**src/rtl/mux_rr_n_1_pkg.sv**
```systemverilog
// mux_pkg: mode encodings and index-width helper for mux_rr_n_1
package mux_pkg;
  localparam logic MODE_DIRECT = 1'b0;
  localparam logic MODE_RR = 1'b1;
  function automatic int clog2(input int n);
    int r;
    r = 0;
    while ((1 << r) < n) r++;
    return r;
  endfunction
endpackage

```
**src/rtl/mux_rr_n_1_rr_pick_n.sv**
```systemverilog
// rr_pick_n: rotating-priority search, first set req after base, wrapping mod N
module rr_pick_n
  import mux_pkg::*;
#(
  parameter int N = 16,
  localparam int SEL_W = clog2(N)
) (
  input  logic [N-1:0]     req,
  input  logic [SEL_W-1:0] base,
  output logic [SEL_W-1:0] idx,
  output logic             found
);
  always_comb begin
    idx = '0;
    found = 1'b0;
    for (int k = N; k >= 1; k--) begin
      int c;
      c = int'(base) + k;
      c = (c >= N) ? c - N : c;
      if (req[c]) begin
        idx = SEL_W'(c);
        found = 1'b1;
      end
    end
  end
endmodule

```
**src/rtl/mux_rr_n_1.sv**
```systemverilog
// mux_rr_n_1: registered N:1 mux with valid/ready, directed or round-robin grant
module mux_rr_n_1
  import mux_pkg::*;
#(
  parameter int WIDTH = 32,
  parameter int N = 16,
  localparam int SEL_W = clog2(N)
) (
  input  logic               clk,
  input  logic               rst_n,
  input  logic               mode,
  input  logic [SEL_W-1:0]   select,
  input  logic [N*WIDTH-1:0] in_data,
  input  logic [N-1:0]       in_valid,
  output logic [N-1:0]       in_ready,
  output logic [WIDTH-1:0]   out_data,
  output logic [SEL_W-1:0]   out_chan,
  output logic               out_valid,
  input  logic               out_ready
);
  localparam int NP = 1 << SEL_W;
  logic [NP-1:0] vld_x;
  logic [SEL_W-1:0] rr_idx, grant, ptr_q, ptr_d, out_chan_q, out_chan_d;
  logic rr_found, dir_ok, granted, load, xfer, out_valid_q, out_valid_d;
  logic [WIDTH-1:0] out_data_q, out_data_d;
  rr_pick_n #(.N(N)) u_pick (
    .req  (in_valid),
    .base (ptr_q),
    .idx  (rr_idx),
    .found(rr_found)
  );
  always_comb begin
    vld_x = NP'(in_valid);
    dir_ok = (int'(select) < N) & vld_x[select];
    granted = (mode == MODE_RR) ? rr_found : dir_ok;
    grant = (mode == MODE_RR) ? rr_idx : select;
    load = out_ready | ~out_valid_q;
    xfer = load & granted;
    in_ready = (rst_n & xfer) ? N'(1) << grant : '0;
    out_valid_d = load ? granted : out_valid_q;
    out_data_d = xfer ? in_data[int'(grant)*WIDTH +: WIDTH] : out_data_q;
    out_chan_d = xfer ? grant : out_chan_q;
    ptr_d = xfer ? grant : ptr_q;
  end
  // ptr resets to N-1 so the first round-robin scan begins at channel 0
  always_ff @(posedge clk or negedge rst_n) begin
    if (!rst_n) begin
      out_valid_q <= 1'b0;
      out_data_q <= '0;
      out_chan_q <= '0;
      ptr_q <= SEL_W'(N - 1);
    end else begin
      out_valid_q <= out_valid_d;
      out_data_q <= out_data_d;
      out_chan_q <= out_chan_d;
      ptr_q <= ptr_d;
    end
  end
  assign out_valid = out_valid_q;
  assign out_data = out_data_q;
  assign out_chan = out_chan_q;
endmodule
```
**config.mk**
```make
export PLATFORM = sky130hd
export DESIGN_NAME = mux_rr_n_1
export DESIGN_NICKNAME = d
export VERILOG_FILES = /design/src/rtl/mux_rr_n_1_pkg.sv /design/src/rtl/mux_rr_n_1_rr_pick_n.sv /design/src/rtl/mux_rr_n_1.sv
export SDC_FILE = /design/constraint.sdc
export NUM_CORES = 1
export LEC_CHECK = 0
export CORE_AREA = 3 3 227 229
export CTS_CLUSTER_DIAMETER = 200
export DETAILED_ROUTE_END_ITERATION = 16
export DIE_AREA = 0 0 230 232
export GPL_TIMING_DRIVEN = 0
export HOLD_SLACK_MARGIN = 0.1
export SLEW_MARGIN = 20
export SYNTH_ARGS = -nofsm -noshare
export SYNTH_HDL_FRONTEND = slang
export SYNTH_SLANG_ARGS = --single-unit
```
**constraint.sdc**
```tcl
create_clock -name clk -period 5.1 [get_ports clk]
set_input_delay 0.51 -clock clk [delete_from_list [all_inputs] [get_ports clk]]
set_output_delay 0.51 -clock clk [all_outputs]
set_load 0.02 [all_outputs]
```
**After elaboration in Yosys (flattened, before gate mapping)**

Cells that the tools add are included.

- Logic and storage cells: 176
- Output and inout bits: 53
- Flip-flop bits (word level): 41
- Input bits: 536

- Shift operators: 2
- Bitwise operators: 4
- Multiplexer cells: 101
- Magnitude comparators: 33
- Add/subtract/negate cells: 32

Operators with widths:

| kind | count |
|---|---|
| $ge A32 B6 Y1 const B | 16 |
| $lt A32 B6 Y1 const B | 16 |
| $mux W32 | 16 |
| $shiftx A512 B10 Y32 | 1 |
| $sub A32 B6 Y32 const B | 16 |
| $bmux W1 S4 | 17 |
| $mux W4 | 17 |
| $mux W1 | 50 |
| $add A4 B4 Y5 const B | 8 |
| $add A4 B3 Y5 const B | 4 |
| $mux W16 | 1 |
| $shl A1 B4 Y16 const A | 1 |
| $add A4 B2 Y5 const B | 2 |
| $add A4 B5 Y6 const B | 1 |
| $add A4 B1 Y5 const B | 1 |
| $lt A4 B5 Y1 const B | 1 |
| $and A1 B1 Y1 | 2 |
| $not A1 Y1 | 1 |
| $or A1 B1 Y1 | 1 |

**Longest topological paths before layout**

- Depth after elaboration: 26
- Depth in mapped cells: 21
- Mapped depth without buffers: 13

**Modules after synthesis**

A second synthesis with hierarchy kept.

- Cells, all modules: 1,129
- Area total of the unflattened synthesis: 8,770.9 sq um

By module, submodules not included:

| module | area an instance (sq um) | instances | cells each | sequential area each (sq um) |
|---|---|---|---|---|
| mux_rr_n_1 | 6,815.3 | 1 | 904 | 1,031.0 |
| rr_pick_n | 1,955.6 | 1 | 225 | 0.0 |

**Worst setup path before layout**

OpenSTA, ideal clock, no wires.

- Path type: register to output
- From: register ptr_q[0]
- To: output port in_ready[0]
- Required time: 4,590 ps
- Buffers on the path: 6
- Stages on the path, launching flop included: 16
- Arrival: 4,735 ps
- Path slack: -145 ps
- Cell sequence: dfstp_2 -> buf_4 -> buf_4 -> clkinv_1 -> buf_2 -> ha_1 -> buf_4 -> mux4_2 -> mux4_2 -> or3_1 -> a2111oi_1 -> a22o_2 -> buf_2 -> buf_2 -> nand2_1 -> nor2_1

- Cells in the longest elaborated chain, start to end: 26
- Elaborated cells on any way between the ends: 150
- Those cells by class: 32 x add/sub; 16 x order compare; 1 x shift; 99 x mux; 2 x bitwise

Ends and longest elaborated chain:

| element | line | RTL |
|---|---|---|
| from (decl) | mux_rr_n_1.sv:23 | `logic [SEL_W-1:0] rr_idx, grant, ptr_q, ptr_d, out_chan_q, out_chan_d;` |
| from (signal assigned) | mux_rr_n_1.sv:51 | `ptr_q <= SEL_W'(N - 1);` |
| from (signal assigned) | mux_rr_n_1.sv:56 | `ptr_q <= ptr_d;` |
| $add A4 B5 Y6 | mux_rr_n_1_rr_pick_n.sv:18 | `c = int'(base) + k;` |
| $sub A32 B6 Y32 or $ge A32 B6 Y1 (tied branches) | mux_rr_n_1_rr_pick_n.sv:19 | `c = (c >= N) ? c - N : c;` |
| $mux W32 | mux_rr_n_1_rr_pick_n.sv:19 |  |
| $bmux W1 S4 | mux_rr_n_1_rr_pick_n.sv:20 | `if (req[c]) begin` |
| $mux W1 (implied by the code) (2 in series) | mux_rr_n_1_rr_pick_n.sv:20 |  |
| $mux W1 (16 in series) | mux_rr_n_1_rr_pick_n.sv:20 |  |
| $mux W1 | mux_rr_n_1.sv:35 | `granted = (mode == MODE_RR) ? rr_found : dir_ok;` |
| $and A1 B1 Y1 | mux_rr_n_1.sv:38 | `xfer = load & granted;` |
| $and A1 B1 Y1 | mux_rr_n_1.sv:39 | `in_ready = (rst_n & xfer) ? N'(1) << grant : '0;` |
| $mux W16 * | mux_rr_n_1.sv:39 |  |
| to (decl) | mux_rr_n_1.sv:15 | `output logic [N-1:0] in_ready,` |

Every way passes the cells marked *; elsewhere a longest branch is shown, timed or not. The select of a mux whose other input is x is not followed.

**Worst setup path after layout**

- From: register ptr_q[0]
- To: register out_data_q[22] (netlist: out_data[22])

- Cells in the longest elaborated chain, start to end: 24
- Elaborated cells on any way between the ends: 148
- Those cells by class: 32 x add/sub; 16 x order compare; 1 x shift; 98 x mux; 1 x bitwise

Ends and longest elaborated chain:

| element | line | RTL |
|---|---|---|
| $add A4 B5 Y6 | mux_rr_n_1_rr_pick_n.sv:18 |  |
| $sub A32 B6 Y32 or $ge A32 B6 Y1 (tied branches) | mux_rr_n_1_rr_pick_n.sv:19 |  |
| $mux W32 | mux_rr_n_1_rr_pick_n.sv:19 |  |
| $bmux W1 S4 | mux_rr_n_1_rr_pick_n.sv:20 |  |
| $mux W1 (implied by the code) (2 in series) | mux_rr_n_1_rr_pick_n.sv:20 |  |
| $mux W4 or $mux W1 (tied branches) (16 in series) | mux_rr_n_1_rr_pick_n.sv:20 |  |
| $mux W4 or $mux W1 (tied branches) | mux_rr_n_1.sv:36, mux_rr_n_1.sv:35 |  |
| $shiftx A512 B10 Y32 or $and A1 B1 Y1 (tied branches) | mux_rr_n_1.sv:41, mux_rr_n_1.sv:38 |  |
| to (signal assigned) | mux_rr_n_1.sv:54 | `out_data_q <= out_data_d;` |
| to (decl) | mux_rr_n_1.sv:25 | `logic [WIDTH-1:0] out_data_q, out_data_d;` |

Parallel ways exist; a longest one is shown, timed or not. The select of a mux whose other input is x is not followed.
A chain may end at the register's enable or synchronous reset.

==> results.md <==
- Final WL: 75.89 mm
- TritonCTS buffer count: 5
- Die Span Y: 232 um
- Met1 Use GR: 34.17%
- Clock-pin slew on the worst setup and hold paths: 0.08 ns
- Largest net degree at the start of global routing: 45
- Pins Over Slew Limit: 0
- NetSw: 8668 uW
- DRT iter0 DRCs: 1530
- Share of cells above drive strength 1: 21.67%
- Tcrit/Tclk final: 98.59%
- Final ANT Viol Nets: 0
- Worst-Skew Late Latency: 0.31 ns
- Least-Margin Pin Slew: 1.053 ns
- Syn-to-layout area delta: 94.26%
- Root Buffer: clkbuf_16
- Initial core utilization: 17.69%
- Max Freq: 198.9 MHz
- Status: finished, final reports clean
- Yosys warnings: 0
- Critical path's slowest cell: dfstp_2
- Via count: 13140
- Synth cell types: 81
- Final Util: 34.37%
- Top Usage Layer GRT: met2
- Post-synth net total: 1660
- Via density: 5.317
- Syn avg cell area: 7.898 um^2
- Worst hold slack: 0.1668 ns
- Worst Setup Start Kind: flip-flop
- TritonCTS clock tree: built
- Crit end category: flip-flop
- Register area share after synthesis: 11.69%
- Met3 Resource Use GR: 8.918%
- GRT Util Overall: 26.85%
- Worst Setup Path Type: flip-flop to flip-flop
- DRT Pass-1 Iters: 5
- Maximum VDD drop: 0.0003663 V
- Synthesized cell area: 8822 um^2
- Die width: 230 um
- Pre-CTS setup slack: -1.870 ns
- Wirelength per Cell: 30.71 um
- Max cap viols: 0
- Setup WS post-layout: 0.07208 ns
- # setup viols final: 0
- Critical-path maximum fanout: 10
- Max H-tree Level: 2
- Most used DFF post-synth: dfrtp_1
- Power Density: 886.5 nW/um^2
- Register share of total power: 4.4%
- NumNets Final: 2328
- Clock share of power: 2.5%
- Internal: 6525 uW
- # port buffers: 588
- CTS Sinks: 41
- I/O pin cnt: 589
- Final Hold Viols: 0
- Logic pwr share: 93.2%
- Syn Inst Count: 1117
- Vias in the first global route: 13060
- Gp weighted congestion: 1.014
- Core area: 49860 um^2
- Number of synthesized flops with an enable pin: 0
- Worst path cell trace: buf_12 > clkinv_8 > buf_12 > ha_4 > mux4_2 > buf_4 > mux4_2 > nor2_2 > buf_4 > buf_4 > buf_4 > buf_4 > o211a_1 > o31ai_2 > a22o_4 > a21oi_4 > buf_4 > clkbuf_1 > a221o_1 > o211ai_1
- Leak Pwr: 0.006781 uW
- Met2 global-route usage: 42.63%
- First-pass GRT wire length: 101.7 mm
- Synthesized flop and latch total: 41
- Required time of the critical path: 5.27 ns
- Total global routing overflow: 0
- Worst EP arrival: 5.19 ns
- Setup slack, reg-to-reg: 0.07 ns
- Longest Clk Path Bufs: 2
- Sw Ratio: 57.05%
- CP max stage delay: 0.57 ns
- Hold_buf cts: 0
- Clk_skew: 0.01124 ns
- Die ar.: 53360 um^2
- Hold Crit Class: primary input to asynchronous set/reset pin
- Fill cell count: 5225
- Post-synth ARST share: 100.0%
- DRC: 0
- Most frequent cell on the critical path: buf_4
- Rel. slew slack: 29.55%
- Initial antenna violation count: 35
- Row count: 82
- HPWL after DPL: 62.21 mm
- Final min period: 5.028 ns
power by group through the flow:
| stage | clock network [uW] | logic, uW | registers (uW) |
|---|---|---|---|
| final | 373 | 14200 | 666 |
| after global routing | 391 | 14800 | 677 |
| after CTS | 387 | 13600 | 655 |
| after detailed placement | 0 | 11800 | 652 |
| after global placement | 0 | 11800 | 652 |
| after floorplan | 0 | 7190 | 787 |
timing repair:
| item | in CTS | in global routing |
|---|---|---|
| pin swaps | 20 | 14 |
| gates resized for setup | 218 | 53 |
| setup buffers | 62 | 16 |
| setup endpoints to repair | 56 | 48 |
cells by family after synthesis:
logic type	after synthesis	synth area share (%)
DFF	41	11.69
AOI/OAI and AO/OA	316	27.77
and+or+nand+nor	386	21.15
buffers and inverters	126	6.737
adders and majority gates	7	0.9927
xor gates and xnor gates	11	1.177
muxes	230	30.49
layout by cell type (no fill, tap or decap), types with 13 or more instances in the layout:
| cell | netlist | routed |
|---|---|---|
| nor2_1 | 47 | 28 |
| buf_4 | 8 | 77 |
| mux2i_1 | 156 | 146 |
| nand3_1 | 112 | 112 |
| clkbuf_2 | 1 | 27 |
| o211ai_1 | 66 | 66 |
| and3_1 | 35 | 35 |
| mux4_2 | 25 | 25 |
| a21oi_1 | 18 | 16 |
| clkbuf_1 | 55 | 25 |
| diode_2 | 0 | 13 |
| mux2_1 | 27 | 25 |
| a221o_1 | 33 | 32 |
| buf_2 | 30 | 31 |
| mux2_2 | 20 | 21 |
| dfrtp_1 | 37 | 37 |
| o221a_2 | 31 | 31 |
| a31o_2 | 33 | 32 |
| buf_6 | 7 | 14 |
| inv_1 | 16 | 14 |
| nand2_1 | 133 | 125 |
| clkdlybuf4s50_1 | 0 | 571 |
| o21ai_0 | 74 | 73 |
layout make-up:
cell class	count	area (um^2)	share of cell area [%]
multi-input combinational	950	7790	45.46
timing repair buffer	668	6535	38.13
sequential	41	1031	6.016
tap	672	840.8	4.906
buffer	101	670.6	3.913
clock buffer	8	146.4	0.8542
inverter	18	91.34	0.5330
antenna	13	32.53	0.1898
per-stage QoR:
stage | power [uW] | area, um^2 | TNS [ns] | std cells
floorplan | 7980 | 8915 | 0 | 1117
finish | 15190 | 17140 | 0 | 2471
detailed placement | 12430 | 15680 | -71.87 | 2379
global placement | 12400 | 15640 | -78.18 | 2377
global route | 15890 | 17120 | -0.2444 | 2463
CTS | 14610 | 16940 | 0 | 2447
routing by layer:
metal | wire length [um] | part of all wire (%) | up-vias
met4 | 2708 | 3.6 | 28
li1 | - | - | 5714
met2 | 34140 | 45 | 880
met5 | 187 | 0.25 | -
met1 | 30580 | 40 | 6386
met3 | 8282 | 11 | 131
state kept, by name, indices dropped and copies added (netlist names):
| signal | cells |
|---|---|
| out_chan | 4 |
| out_data | 32 |
| out_valid | 1 |
| ptr_q | 4 |
final timing paths:
check | depth (start not counted) | from | to
worst min-delay path | 2 | rst_n | out_data[18]
max in group asynchronous | 2 | rst_n | ptr_q[0]
worst min register to register | 2 | out_chan[0] | out_chan[0]
min in group clk | 2 | out_chan[0] | out_chan[0]
worst max-delay path | 20 | ptr_q[0] | out_data[22]
worst max register to register | 20 | ptr_q[0] | out_data[22]
cell usage after synthesis, types with 3 or more instances:
master,number,area share [%]
a2111oi_0,3,0.30
a211oi_1,5,0.43
a21oi_1,18,1.0
a221o_1,33,3.7
a31o_2,33,3.3
a31oi_1,9,0.64
and2_1,5,0.35
and3_1,35,2.5
and4_1,3,0.30
buf_1,7,0.30
buf_2,30,1.7
buf_4,8,0.68
buf_6,7,0.89
clkbuf_1,55,2.3
dfrtp_1,37,10
dfstp_2,4,1.2
ha_1,7,0.99
inv_1,16,0.68
mux2_1,27,3.4
mux2_2,20,2.6
mux2i_1,156,18
mux4_2,25,6.4
nand2_1,133,5.7
nand2b_1,7,0.50
nand3_1,112,6.4
nand3b_1,4,0.34
nand4_1,6,0.43
nor2_1,47,2.0
nor2b_1,3,0.21
nor3_1,7,0.40
nor3_2,3,0.34
o211a_1,3,0.34
o211ai_1,66,5.6
o21ai_0,74,4.2
o221a_2,31,4.0
o22ai_1,5,0.35
or2_2,5,0.35
or3_1,5,0.35
xnor2_1,8,0.79
critical path: cells and delay by family, from the launching register on:
| family | cells | cell delay, ns |
|---|---|---|
| AOI/OAI and AO/OA | 6 | 1.18 |
| adders and majority gates | 1 | 0.32 |
| buffers and inverters | 10 | 1.56 |
| DFF | 1 | 0.57 |
| muxes | 2 | 1.08 |
| and+or+nand+nor | 1 | 0.16 |
No activity file was read; power rests on OpenSTA's default activity.
